`src/rtl/snes_pad_scheduler.sv`:
```
// Two-pad SNES poll sequencer: timed/requested polls, GBA KEYINPUT merge
// and KEYCNT-style keypad interrupt.
module snes_pad_scheduler #(
  parameter int US_CYCLES = 100,
  parameter int PERIOD_US = 16667,
  parameter int LATCH_US  = 12,
  parameter int GAP_US    = 6
) (
  input  logic        clock,
  input  logic        reset,
  input  logic        poll_req,
  output logic        poll_busy,
  output logic        poll_done,
  output logic        data_latch,
  output logic        data_clock,
  input  logic [1:0]  serial_data,
  output logic [15:0] raw0,
  output logic [15:0] raw1,
  output logic [1:0]  present,
  output logic [9:0]  keyinput,
  input  logic [15:0] keycnt,
  output logic        key_irq
);

  localparam int LAT_N  = LATCH_US * US_CYCLES;
  localparam int GAP_N  = GAP_US * US_CYCLES;
  localparam int PER_N  = PERIOD_US * US_CYCLES;
  localparam int PH_MAX = (LAT_N > GAP_N) ? LAT_N : GAP_N;
  localparam int CW     = $clog2(PH_MAX + 1);
  localparam int TW     = (PER_N > 1) ? $clog2(PER_N) : 1;

  typedef enum logic [2:0] {
    S_IDLE, S_LATCH, S_GAP, S_CLK_LO, S_CLK_HI, S_UPDATE
  } state_e;

  state_e        state_q, state_d;
  logic [CW-1:0] cnt_q, cnt_d;
  logic [3:0]    bit_q, bit_d;
  logic [TW-1:0] tmr_q, tmr_d;
  logic          pend_q, pend_d;
  logic [15:0]   sh0_q, sh1_q;
  logic [15:0]   raw0_q, raw1_q;
  logic [1:0]    pres_q;
  logic [9:0]    key_q;
  logic          cprev_q;
  logic          latch_q, clk_q, busy_q, done_q, irq_q;

  logic          start, samp, expire, ev, last;
  logic [1:0]    pres_new;
  logic [9:0]    key_new, sel, hit;
  logic          cond;
  logic          unused_keycnt;

  assign unused_keycnt = ^keycnt[13:10];

  // Raw serial order -> KEYINPUT bit order (L R Dn Up Lf Rt St Se B A)
  function automatic logic [9:0] map_keys(input logic [15:0] r);
    return {r[10], r[11], r[5], r[4], r[6], r[7], r[3], r[2], r[0], r[8]};
  endfunction

  assign expire = (PER_N != 0) && (tmr_q == TW'(PER_N - 1));
  assign ev     = poll_req | expire;
  assign last   = (cnt_q == '0);

  always_comb begin
    state_d = state_q;
    cnt_d   = last ? cnt_q : cnt_q - CW'(1);
    bit_d   = bit_q;
    pend_d  = pend_q;
    start   = 1'b0;
    samp    = 1'b0;
    unique case (state_q)
      S_IDLE: begin
        if (ev || pend_q) begin
          start   = 1'b1;
          state_d = S_LATCH;
          cnt_d   = CW'(LAT_N - 1);
          bit_d   = 4'd0;
        end
      end
      S_LATCH: begin
        if (last) begin
          state_d = S_GAP;
          cnt_d   = CW'(GAP_N - 1);
        end
      end
      S_GAP: begin
        if (last) begin
          state_d = S_CLK_LO;
          cnt_d   = CW'(GAP_N - 1);
        end
      end
      S_CLK_LO: begin
        if (last) begin
          samp    = 1'b1;
          state_d = S_CLK_HI;
          cnt_d   = CW'(GAP_N - 1);
        end
      end
      S_CLK_HI: begin
        if (last) begin
          bit_d   = bit_q + 4'd1;
          cnt_d   = CW'(GAP_N - 1);
          state_d = (bit_q == 4'd15) ? S_UPDATE : S_CLK_LO;
        end
      end
      S_UPDATE: state_d = S_IDLE;
      default:  state_d = S_IDLE;
    endcase
    if (start) pend_d = 1'b0;
    else if (state_q != S_IDLE && ev) pend_d = 1'b1;
    tmr_d = (start || expire || PER_N == 0) ? '0 : tmr_q + TW'(1);
  end

  // Frame evaluation straight off the shadows; they are complete
  // from the last CLK_HI through UPDATE.
  always_comb begin
    pres_new = {sh1_q[15:12] == 4'hF, sh0_q[15:12] == 4'hF};
    key_new  = (pres_new[0] ? map_keys(sh0_q) : 10'h3FF)
             & (pres_new[1] ? map_keys(sh1_q) : 10'h3FF);
    sel      = keycnt[9:0];
    hit      = ~key_new & sel;
    cond     = keycnt[15] ? ((hit == sel) && (sel != '0)) : |hit;
  end

  always_ff @(posedge clock or posedge reset) begin
    if (reset) begin
      state_q <= S_IDLE;
      cnt_q   <= '0;
      bit_q   <= '0;
      tmr_q   <= '0;
      pend_q  <= 1'b0;
      sh0_q   <= '0;
      sh1_q   <= '0;
      raw0_q  <= 16'hFFFF;
      raw1_q  <= 16'hFFFF;
      pres_q  <= 2'b00;
      key_q   <= 10'h3FF;
      cprev_q <= 1'b0;
      latch_q <= 1'b0;
      clk_q   <= 1'b1;
      busy_q  <= 1'b0;
      done_q  <= 1'b0;
      irq_q   <= 1'b0;
    end else begin
      state_q <= state_d;
      cnt_q   <= cnt_d;
      bit_q   <= bit_d;
      tmr_q   <= tmr_d;
      pend_q  <= pend_d;
      if (samp) begin
        sh0_q[bit_q] <= serial_data[0];
        sh1_q[bit_q] <= serial_data[1];
      end
      if (state_q == S_UPDATE) begin
        raw0_q  <= sh0_q;
        raw1_q  <= sh1_q;
        pres_q  <= pres_new;
        key_q   <= key_new;
        cprev_q <= cond;
      end
      latch_q <= (state_d == S_LATCH);
      clk_q   <= (state_d != S_CLK_LO);
      busy_q  <= (state_d != S_IDLE);
      done_q  <= (state_d == S_UPDATE);
      irq_q   <= (state_d == S_UPDATE) && keycnt[14] && cond && !cprev_q;
    end
  end

  assign poll_busy  = busy_q;
  assign poll_done  = done_q;
  assign data_latch = latch_q;
  assign data_clock = clk_q;
  assign raw0       = raw0_q;
  assign raw1       = raw1_q;
  assign present    = pres_q;
  assign keyinput   = key_q;
  assign key_irq    = irq_q;

endmodule

```
`config.mk`:
```
export PLATFORM = sky130hd
export DESIGN_NAME = snes_pad_scheduler
export DESIGN_NICKNAME = d
export VERILOG_FILES = /design/src/rtl/snes_pad_scheduler.sv
export SDC_FILE = /design/constraint.sdc
export NUM_CORES = 1
export LEC_CHECK = 0
export CORE_MARGIN = 4
export CORE_UTILIZATION = 23
export DETAILED_ROUTE_END_ITERATION = 12
export GPL_TIMING_DRIVEN = 0
export SETUP_SLACK_MARGIN = 0.2
export SYNTH_ARGS = -nofsm -noshare
export SYNTH_HDL_FRONTEND = slang
export SYNTH_SLANG_ARGS = --single-unit
```
`constraint.sdc`:
```
create_clock -name clock -period 3.5 [get_ports clock]
set_input_delay 0.35 -clock clock [delete_from_list [all_inputs] [get_ports clock]]
set_output_delay 0.35 -clock clock [all_outputs]
set_load 0.005 [all_outputs]
```
Word-level counts from Yosys, hierarchy flattened
Cells that the tools add are included.
- add/subtract/negate cells: 3
- multiply operators: 0
- div/mod/pow operators: 0
- $lt $le $gt $ge: 2
- equality and inequality tests: 15
- shift operators: 0
- mux-type cells: 28
- bitwise gates (word level): 4
- reduce and logical (&&, ||, !) cells: 19
- operator list (cell ; number):
    $mux W11 ; 3
    $bwmux W16 ; 2
    $pmux W11 S2 ; 1
    $add A21 B1 Y21 const B ; 1
    $eq A21 B21 Y1 const B ; 1
    $mux W21 ; 1
    $and A10 B10 Y10 ; 2
    $mux W10 ; 2
    $mux W3 ; 6
    $pmux W3 S5 ; 1
    $eq A4 B4 Y1 const B ; 3
    $logic_not A11 Y1 ; 1
    $sub A11 B1 Y11 const B ; 1
    $eq A10 B10 Y1 ; 1
    $not A10 Y10 ; 1
    $reduce_bool A10 Y1 ; 1
    $reduce_or A10 Y1 ; 1
    $eq A3 B3 Y1 const B ; 3
    $mux W1 ; 8
    $mux W4 ; 2
    $pmux W4 S2 ; 1
    $eq A3 B1 Y1 const B ; 2
    $eq A3 B2 Y1 const B ; 2
    $logic_and A1 B1 Y1 ; 6
    14 further kinds ; 18
- register bits after elaboration: 122
- latch bits: 0
- RAM bits: 0
- ROM bits: 0
- input port bits: 21
- output and inout bits: 49
- logic and storage cells: 88
- memories kept: 0

Logic depth before layout (Yosys ltp)
Gate-level depths: netlist (run 1).
- depth in word-level cells: 10
- gate-level depth with buffers: 8
- gate-level depth less buffers: 8

Worst setup path after synthesis (run 1)
No wires, ideal clock.
- kind: register to register
- from: reg cnt_q[0]
- to: reg sh0_q[1]
- setup time: 0.127 ns
- arrival time: 2.029 ns
- data required time: 3.373 ns
- setup slack: 1.343 ns
- cell stages (with the launch flop): 7
- path buffers: 0
- period minus slack after synthesis: 2.157 ns
- path through: dfrtp_1 > inv_1 > ha_1 > nor3b_2 > nand4_2 > or4b_1 > mux2_1
- word-level cells in the longest chain between the ends: 3
- RTL lines (item ; RTL line ; source):
    from (decl) ; 37 ; logic [CW-1:0] cnt_q, cnt_d;
    from (signal assigned) ; 147 ; cnt_q <= cnt_d;
    $logic_not A11 Y1 ; 63 ; assign last = (cnt_q == '0);
    $mux W1 ; 94 ; if (last) begin
    $mux W1 ; 72 ; unique case (state_q)
    to (signal, indexed assignment) ; 152 ; sh0_q[bit_q] <= serial_data[0];
    to (decl) ; 41 ; logic [15:0] sh0_q, sh1_q;
Every way passes these cells.
A chain may end at the register's enable or synchronous reset.

Final worst setup path (run 1)
- from: reg cnt_q[0]
- to: reg sh1_q[1]
- word-level cells in the longest chain between the ends: 3
- RTL lines (item ; RTL line ; source):
    $logic_not A11 Y1 ; 63 ;
    $mux W1 ; 94 ;
    $mux W1 ; 72 ;
    to (signal, indexed assignment) ; 153 ; sh1_q[bit_q] <= serial_data[1];
    to (decl) ; 41 ;
Every way passes these cells.

==> results of run 1 <==
-- final cells by class --
cell class	count	area (sq um)
fillers	2442	16300
flip-flops and latches	122	3110
multi-input cells	332	2320
repair buffers	68	711
clock buffers	20	447
well taps	319	399
clock inverters	12	150
plain buffers	19	75.1
inverters	16	63.8
-- per-layer routing --
layer	share of wire	wire [microns]
met1	0.46	6210
met2	0.49	6560
met3	0.043	581
met4	0.013	170
met5	0	0
-- flip-flops by register name, summed over array words and instances, names as in the netlist --
name / count
cprev_q: 1
sh0_q: 16
bit_q: 4
tmr_q: 21
present: 2
state_q: 3
key_irq: 1
data_latch: 1
sh1_q: 16
data_clock: 1
cnt_q: 11
pend_q: 1
raw1: 16
poll_done: 1
raw0: 16
poll_busy: 1
keyinput: 10
-- worst min-delay path by stage --
| stage | start | endpoint | slack, ns | cells after the start |
|---|---|---|---|---|
| 6_report | reset | tmr_q[18]$_DFF_PP0_ | 0.34 | 2 |
| 5_1_grt | reset | tmr_q[18]$_DFF_PP0_ | 0.39 | 2 |
| 4_1_cts | reset | tmr_q[18]$_DFF_PP0_ | 0.35 | 2 |
| 3_5_place_dp | raw1[9]$_DFFE_PP1N_ | raw1[9]$_DFFE_PP1N_ | 0.45 | 2 |
| 3_3_place_gp | raw1[9]$_DFFE_PP1N_ | raw1[9]$_DFFE_PP1N_ | 0.45 | 2 |
| 2_1_floorplan | sh0_q[1]$_DFFE_PP0P_ | raw0[1]$_DFFE_PP1N_ | 0.44 | 2 |
-- per-stage QoR --
stage	std cells	setup slack, ns	hold slack [ns]	utilization
after floorplan	489	1.34	0.436	-
after global placement	873	0.466	0.451	0.280
after detailed placement	876	0.979	0.453	0.283
after CTS	908	0.950	0.354	0.308
after global routing	908	0.716	0.394	0.308
final	908	0.950	0.340	0.308
-- worst register-to-register path, cell delays in order, from the launching register on --
cell,delay (ns)
sky130_fd_sc_hd__dfrtp_1,0.43
sky130_fd_sc_hd__inv_1,0.08
sky130_fd_sc_hd__ha_1,0.24
sky130_fd_sc_hd__nor3b_2,0.41
sky130_fd_sc_hd__nand4_2,0.31
sky130_fd_sc_hd__or4b_1,0.62
sky130_fd_sc_hd__mux2_1,0.34
-- Yosys cell counts, drive strengths merged (6+ instances only) --
cell / count / area [sq um]
nand2b: 6 / 37.5
and3: 9 / 56.3
nor2: 41 / 154
xor2: 10 / 87.6
nor3: 6 / 35.0
dfstp: 43 / 1130
nand3: 17 / 85.1
o22ai: 12 / 75.1
buf: 6 / 26.3
xnor2: 16 / 140
nand4: 10 / 68.8
inv: 16 / 60.1
clkbuf: 13 / 48.8
nor4: 11 / 90.1
dfrtp: 79 / 1980
nand2: 57 / 214
o21ai: 22 / 110
mux2: 60 / 676
ha: 7 / 87.6
-- cells by family (layout without fill, tap and decap cells) --
logic type / count (synthesis) / count (layout) / share of synthesized area
AOI/OAI and AO/OA: 61 / 61 / 0.0726
xor gates and xnor gates: 26 / 26 / 0.0409
adders and majority gates: 7 / 7 / 0.0157
buffers and inverters: 35 / 135 / 0.0243
DFF: 122 / 122 / 0.558
muxes: 61 / 61 / 0.123
and+or+nand+nor: 177 / 177 / 0.165
-- report_power, final --
| part | switching (uW) | internal [uW] |
|---|---|---|
| Combinational | 182 | 149 |
| Sequential | 109 | 1510 |
| Clock | 628 | 1130 |
| Total | 919 | 2790 |
==> impl_results.md, run 1 <==
- Die area: roughly 0.027 sq mm
- CTS sink count: roughly 120
- Final-report setup violation count: 0
- FF-to-FF setup slack: 0.95 ns
- Count of antenna diodes in the layout: 0
- Worst setup path category: flip-flop to flip-flop
- Initial cell density of the core: 0.236
- H-tree depth reported by CTS: 4
- Via count of the first global-routing pass: slightly above 4000
- Sequential element share of the synthesized area: 0.558
- P per Cell Area: around 500 mW/mm^2
- CTS hold repair buffers: 0
- Met3 capacity usage during global routing: 0.0305
- Post-detailed-placement half-perimeter wirelength: ~10 mm
- Post-detailed-route via-to-cell ratio: 4.42
- R2R cell count: 6
- Clock tree root buffer cell: sky130_fd_sc_hd__clkbuf_16
- Global Route met1 Usage: 0.137
- Design Area, Final: about 0.0073 sq mm
- Insertion delay to the later sink of the worst-skew pair: ~0.42 ns
- Data arrival time of the worst path: 2.85 ns
- Worst reg2reg startpoint: cnt_q[0]$_DFF_PP0_
- Cell class contributing the biggest share of worst-path delay: simple AND/OR/NAND/NOR gates
- Buffer depth of the longest clock path: 2
- Most frequent standard cell in the layout excluding fill and tap cells: sky130_fd_sc_hd__dfrtp_1
- Largest net degree at the start of global routing: 43
- Cell area after synthesis: 0.00556 sq mm
- Headroom to the max-slew limit: 0.551
- Synthesis-stage register bit count: 122
- Number of top-level pins: 70
- Critical Path Source Type: flip-flop
- Terminus of the critical flop-to-flop path: sh1_q[1]$_DFFE_PP0P_
- Clock buffer count from CTS: 17
- Site Rows: 56
- Wire length of the first global-routing pass: 21.8 mm
- Final routed wire length divided by cell count: roughly 15 microns
- Final number of max-transition violations: 0
- Cell count along the critical path: 6
- Cts repair resizes: 0
- Leading cell types in the layout, fill and taps excluded: sky130_fd_sc_hd__dfrtp_1 (79), sky130_fd_sc_hd__clkdlybuf4s50_1 (65), sky130_fd_sc_hd__nand2_1 (57), sky130_fd_sc_hd__mux2_2 (44), sky130_fd_sc_hd__dfstp_2 (43)
- First-pass iteration count of the detailed router: 4
- Slowest stage cell on the critical path: sky130_fd_sc_hd__or4b_1
- Met2 Track Usage GR: 0.166
- Count of unresolved DRC violations after routing: 0
- P&R area growth vs syn: 30.7%
- Yosys warning total: 0
- Endpoint of the most critical setup path: sh1_q[1]$_DFFE_PP0P_
- Floorplan core area: ~0.024 sq mm
- Clock tree from TritonCTS: built
- Pin slew with the least headroom to its limit: approximately 0.67 ns
- Fin Clk Skew: approximately 0.012 ns
- Hold WC Path Type: primary input to asynchronous set/reset pin
- Detailed Route WL: ~14 mm
- Global router's overall resource usage: 0.104
- Instance area after placement: between 0.006 and 0.007 sq mm
- Cells along the critical path: inv_1, ha_1, nor3b_2, nand4_2, or4b_1, mux2_1
- Via total after detailed routing: around 4000
- Worst stage delay on the critical path: ~0.62 ns
- Number of buffer and inverter stages on the critical path: 1
- Required @ worst endpoint: about 3.8 ns
- RSZ-0062 raised after global routing: false
- Post-synthesis cell type count: 56
- Final hold violations: 0
- Horizontal die dimension: 164 microns
- Critical Path Start: cnt_q[0]$_DFF_PP0_
- Prevailing post-synth register cell: sky130_fd_sc_hd__dfrtp_1
- Sort of element at the end of the critical path: flip-flop
- Number of maximum-capacitance constraint violations: 0
- Final-layout setup total negative slack: 0 ns
- Post-CTS setup repair buffer count: 0
- Worst-path maximum fanout: 7
- Static power due to leakage: 0.00296 uW
- Total congestion overflow after global routing: 0
- Buffers on Ports: 65
- Number of nets in the final layout: 604
- Number of cells produced by synthesis: between 400 and 500
- Run status: finished, final reports clean
- GPL Wtd Cong: roughly 0.82
- Number of antenna violations at the first check in global routing: 0
- Share of synthesized registers carrying an async set or reset: 1.00
- Final clock period utilization by the worst path: 0.729
- Worst vdd ir: about 0.26 mV
- Avg Inst Size Synth: roughly 11 sq um
- Peak Freq: just under 400 MHz
- Number of routed nets with antenna violations: 0
- Busiest metal layer after global routing: met2
- Count of flip-flops with a built-in enable after synthesis: 0
- Share of layout cells above drive strength 1: 0.228
- Overall power: 3710 uW
- Die outline height: 164 microns
- Clock transition at the register clock pins on the worst setup and hold paths after CTS: 0.05 ns
- Net count after synthesis: approximately 520
- Min Clock Period, post-route: about 2.6 ns
- First DRT Iteration DRCs: 176
No activity file was read; power rests on OpenSTA's default activity.
==> run 2, diff against run 1 <==
- clock period: 3.5 -> 2.1 ns (I/O delays scaled with it)
==> impl_results.md, run 2 (same netlist as run 1, synthesis figures left out) <==
- Run status: finished, final reports clean
- Critical Path Source Type: flip-flop
- P per Cell Area: approximately 800 mW/mm^2
- Share of layout cells above drive strength 1: 0.381
- Global Route met1 Usage: 0.138
- Pin slew with the least headroom to its limit: around 0.67 ns
- GPL Wtd Cong: 0.762
- Count of unresolved DRC violations after routing: 0
- Cell class contributing the biggest share of worst-path delay: simple AND/OR/NAND/NOR gates
- Part of the power in the clock network: 0.447
- Critical Path Start: tmr_q[4]$_DFF_PP0_
- Final clock period utilization by the worst path: 0.997
- Number of routed nets with antenna violations: 0
- Static power due to leakage: approximately 0.0033 uW
- Most frequent standard cell in the layout excluding fill and tap cells: sky130_fd_sc_hd__dfrtp_1
- Sort of element at the end of the critical path: flip-flop
- Final number of max-transition violations: 0
- Endpoint of the most critical setup path: bit_q[1]$_DFFE_PP0P_
- Die area: ~0.027 sq mm
- Clock tree from TritonCTS: built
- Min Clock Period, post-route: about 2.1 ns
- Clock tree root buffer cell: sky130_fd_sc_hd__clkbuf_16
- Count of antenna diodes in the layout: 0
- Busiest metal layer after global routing: met2
- Headroom to the max-slew limit: 0.554
- Switching power of the nets: approximately 1700 uW
- Final-report setup violation count: 0
- Horizontal die dimension: about 160 microns
- Terminus of the critical flop-to-flop path: bit_q[1]$_DFFE_PP0P_
- Fin Clk Skew: 0.00742 ns
- Register containing the most flip-flops in the final layout: tmr_q
- Share of power burned in combinational logic: 0.131
- CTS sink count: approximately 120
- Post-detailed-placement half-perimeter wirelength: 9.76 mm
- Slowest stage cell on the critical path: sky130_fd_sc_hd__or4b_4
- Cells along the critical path: or4b_4, nor4_4, a211oi_4, nand2b_4, buf_8, a32o_1
- Via count of the first global-routing pass: roughly 4400
- Number of nets in the final layout: 640
- Post-route non-filler standard cell count: roughly 940
- FF-to-FF setup slack: 0.006 ns
- Met3 capacity usage during global routing: 0.0298
- Net switching share of the total power: 0.263
- Clock transition at the register clock pins on the worst setup and hold paths after CTS: about 0.06 ns
- P&R area growth vs syn: 44.1%
- Peak Freq: ~480 MHz
- Number of antenna violations at the first check in global routing: 0
- Floorplan core area: 0.0236 sq mm
- R2R cell count: 6
- Met2 Track Usage GR: 0.176
- Total congestion overflow after global routing: 0
- Internal power summed over all cells: between 4000 and 5000 uW
- Required @ worst endpoint: ~2.4 ns
- First DRT Iteration DRCs: ~230
- Number of placed instances, taps included: about 880
- Initial cell density of the core: 0.236
- Buffer depth of the longest clock path: 2
- Insertion delay to the later sink of the worst-skew pair: roughly 0.41 ns
- Design Area, Final: between 0.008 and 0.009 sq mm
- Die outline height: roughly 160 microns
- Via total after detailed routing: ~4200
- Number of maximum-capacitance constraint violations: 0
- H-tree depth reported by CTS: 4
- Largest net degree at the start of global routing: 36
- RSZ-0062 raised after global routing: true
- Instance area after placement: ~0.0067 sq mm
- Clock buffer count from CTS: 17
- Flip-flop count of the largest register, all copies and words added: 21
- Worst stage delay on the critical path: 0.55 ns
- Leading cell types in the layout, fill and taps excluded: sky130_fd_sc_hd__dfrtp_1 (79), sky130_fd_sc_hd__clkdlybuf4s50_1 (65), sky130_fd_sc_hd__nand2_1 (47), sky130_fd_sc_hd__dfstp_2 (43), sky130_fd_sc_hd__nor2_1 (37)
- Data arrival time of the worst path: between 2 and 2.5 ns
- CTS hold repair buffers: 0
- Hold WC Path Type: primary input to asynchronous set/reset pin
- Sequential group share of total power: 0.422
- Worst vdd ir: 0.436 mV
- Number of top-level pins: 70
- Global router's overall resource usage: 0.108
- Final routed wire length divided by cell count: approximately 15 microns
- Post-detailed-route via-to-cell ratio: ~4.4
- Cell count along the critical path: 6
- Worst setup path category: flip-flop to flip-flop
- Wire length of the first global-routing pass: 23.0 mm
- Detailed Route WL: between 10 and 15 mm
- Buffers on Ports: 65
- First-pass iteration count of the detailed router: 4
- Number of buffer and inverter stages on the critical path: 1
- Worst reg2reg startpoint: tmr_q[4]$_DFF_PP0_
- Final hold violations: 0
- Site Rows: 56
- Worst-path maximum fanout: 4
==> run 2: cell type report <==
type                       instances  area [sq um]
buffer                            19           125
timing repair buffer             104          1020
multi-input combinational        332          2730
tap                              319           399
clock inverter                    14           149
clock buffer                      18           429
fill                            2329         15600
inverter                          16          63.8
sequential                       122          3110
==> run 2: how the worst min path moves through the flow <==
stage / end / cells after the start / slack (ns) / startpoint
2_1_floorplan: sh0_q[5]$_DFFE_PP0P_ / 1 / 0.34 / serial_data[0]
6_report: tmr_q[16]$_DFF_PP0_ / 2 / 0.25 / reset
5_1_grt: tmr_q[16]$_DFF_PP0_ / 2 / 0.31 / reset
3_3_place_gp: raw0[1]$_DFFE_PP1N_ / 2 / 0.45 / raw0[1]$_DFFE_PP1N_
3_5_place_dp: raw0[1]$_DFFE_PP1N_ / 2 / 0.45 / raw0[1]$_DFFE_PP1N_
4_1_cts: tmr_q[16]$_DFF_PP0_ / 2 / 0.27 / reset
==> run 2: per-stage QoR <==
step	setup WS [ns]	hold WS [ns]	total power, uW	util	setup TNS [ns]
finish	0.00633	0.253	6370	0.340	0
global route	-0.0488	0.308	6640	0.340	-0.407
CTS	0.00223	0.268	6350	0.330	0
detailed placement	-0.278	0.453	3300	0.285	-3.78
global placement	-0.813	0.452	3270	0.282	-78.17
floorplan	0.0328	0.345	3110	-	0
==> run 2: routing by layer <==
layer | routed length, microns | part of all wire | up-vias
met4 | 214 | 0.015 | 0
met5 | 0 | 0 | -
li1 | - | - | 1984
met2 | 6790 | 0.48 | 90
met3 | 656 | 0.046 | 19
met1 | 6510 | 0.46 | 2094
==> run 2: worst reg2reg max path, cell delays in order (launching register included) <==
cell	delay, ns
sky130_fd_sc_hd__dfrtp_1	0.37
sky130_fd_sc_hd__or4b_4	0.55
sky130_fd_sc_hd__nor4_4	0.40
sky130_fd_sc_hd__a211oi_4	0.13
sky130_fd_sc_hd__nand2b_4	0.17
sky130_fd_sc_hd__buf_8	0.14
sky130_fd_sc_hd__a32o_1	0.21
==> run 2: what timing repair did <==
item,CTS,global route
gates resized for setup,60,48
endpoints found under the setup margin,90,75
pin swaps,14,19
setup buffers,31,5
==> run 2: power groups by stage <==
stage | clock (uW) | sequential, uW | combinational, uW
3_5_place_dp | 0 | 2730 | 570
3_3_place_gp | 0 | 2720 | 548
2_1_floorplan | 0 | 2680 | 424
4_1_cts | 2890 | 2690 | 768
6_report | 2840 | 2690 | 834
5_1_grt | 3010 | 2710 | 922
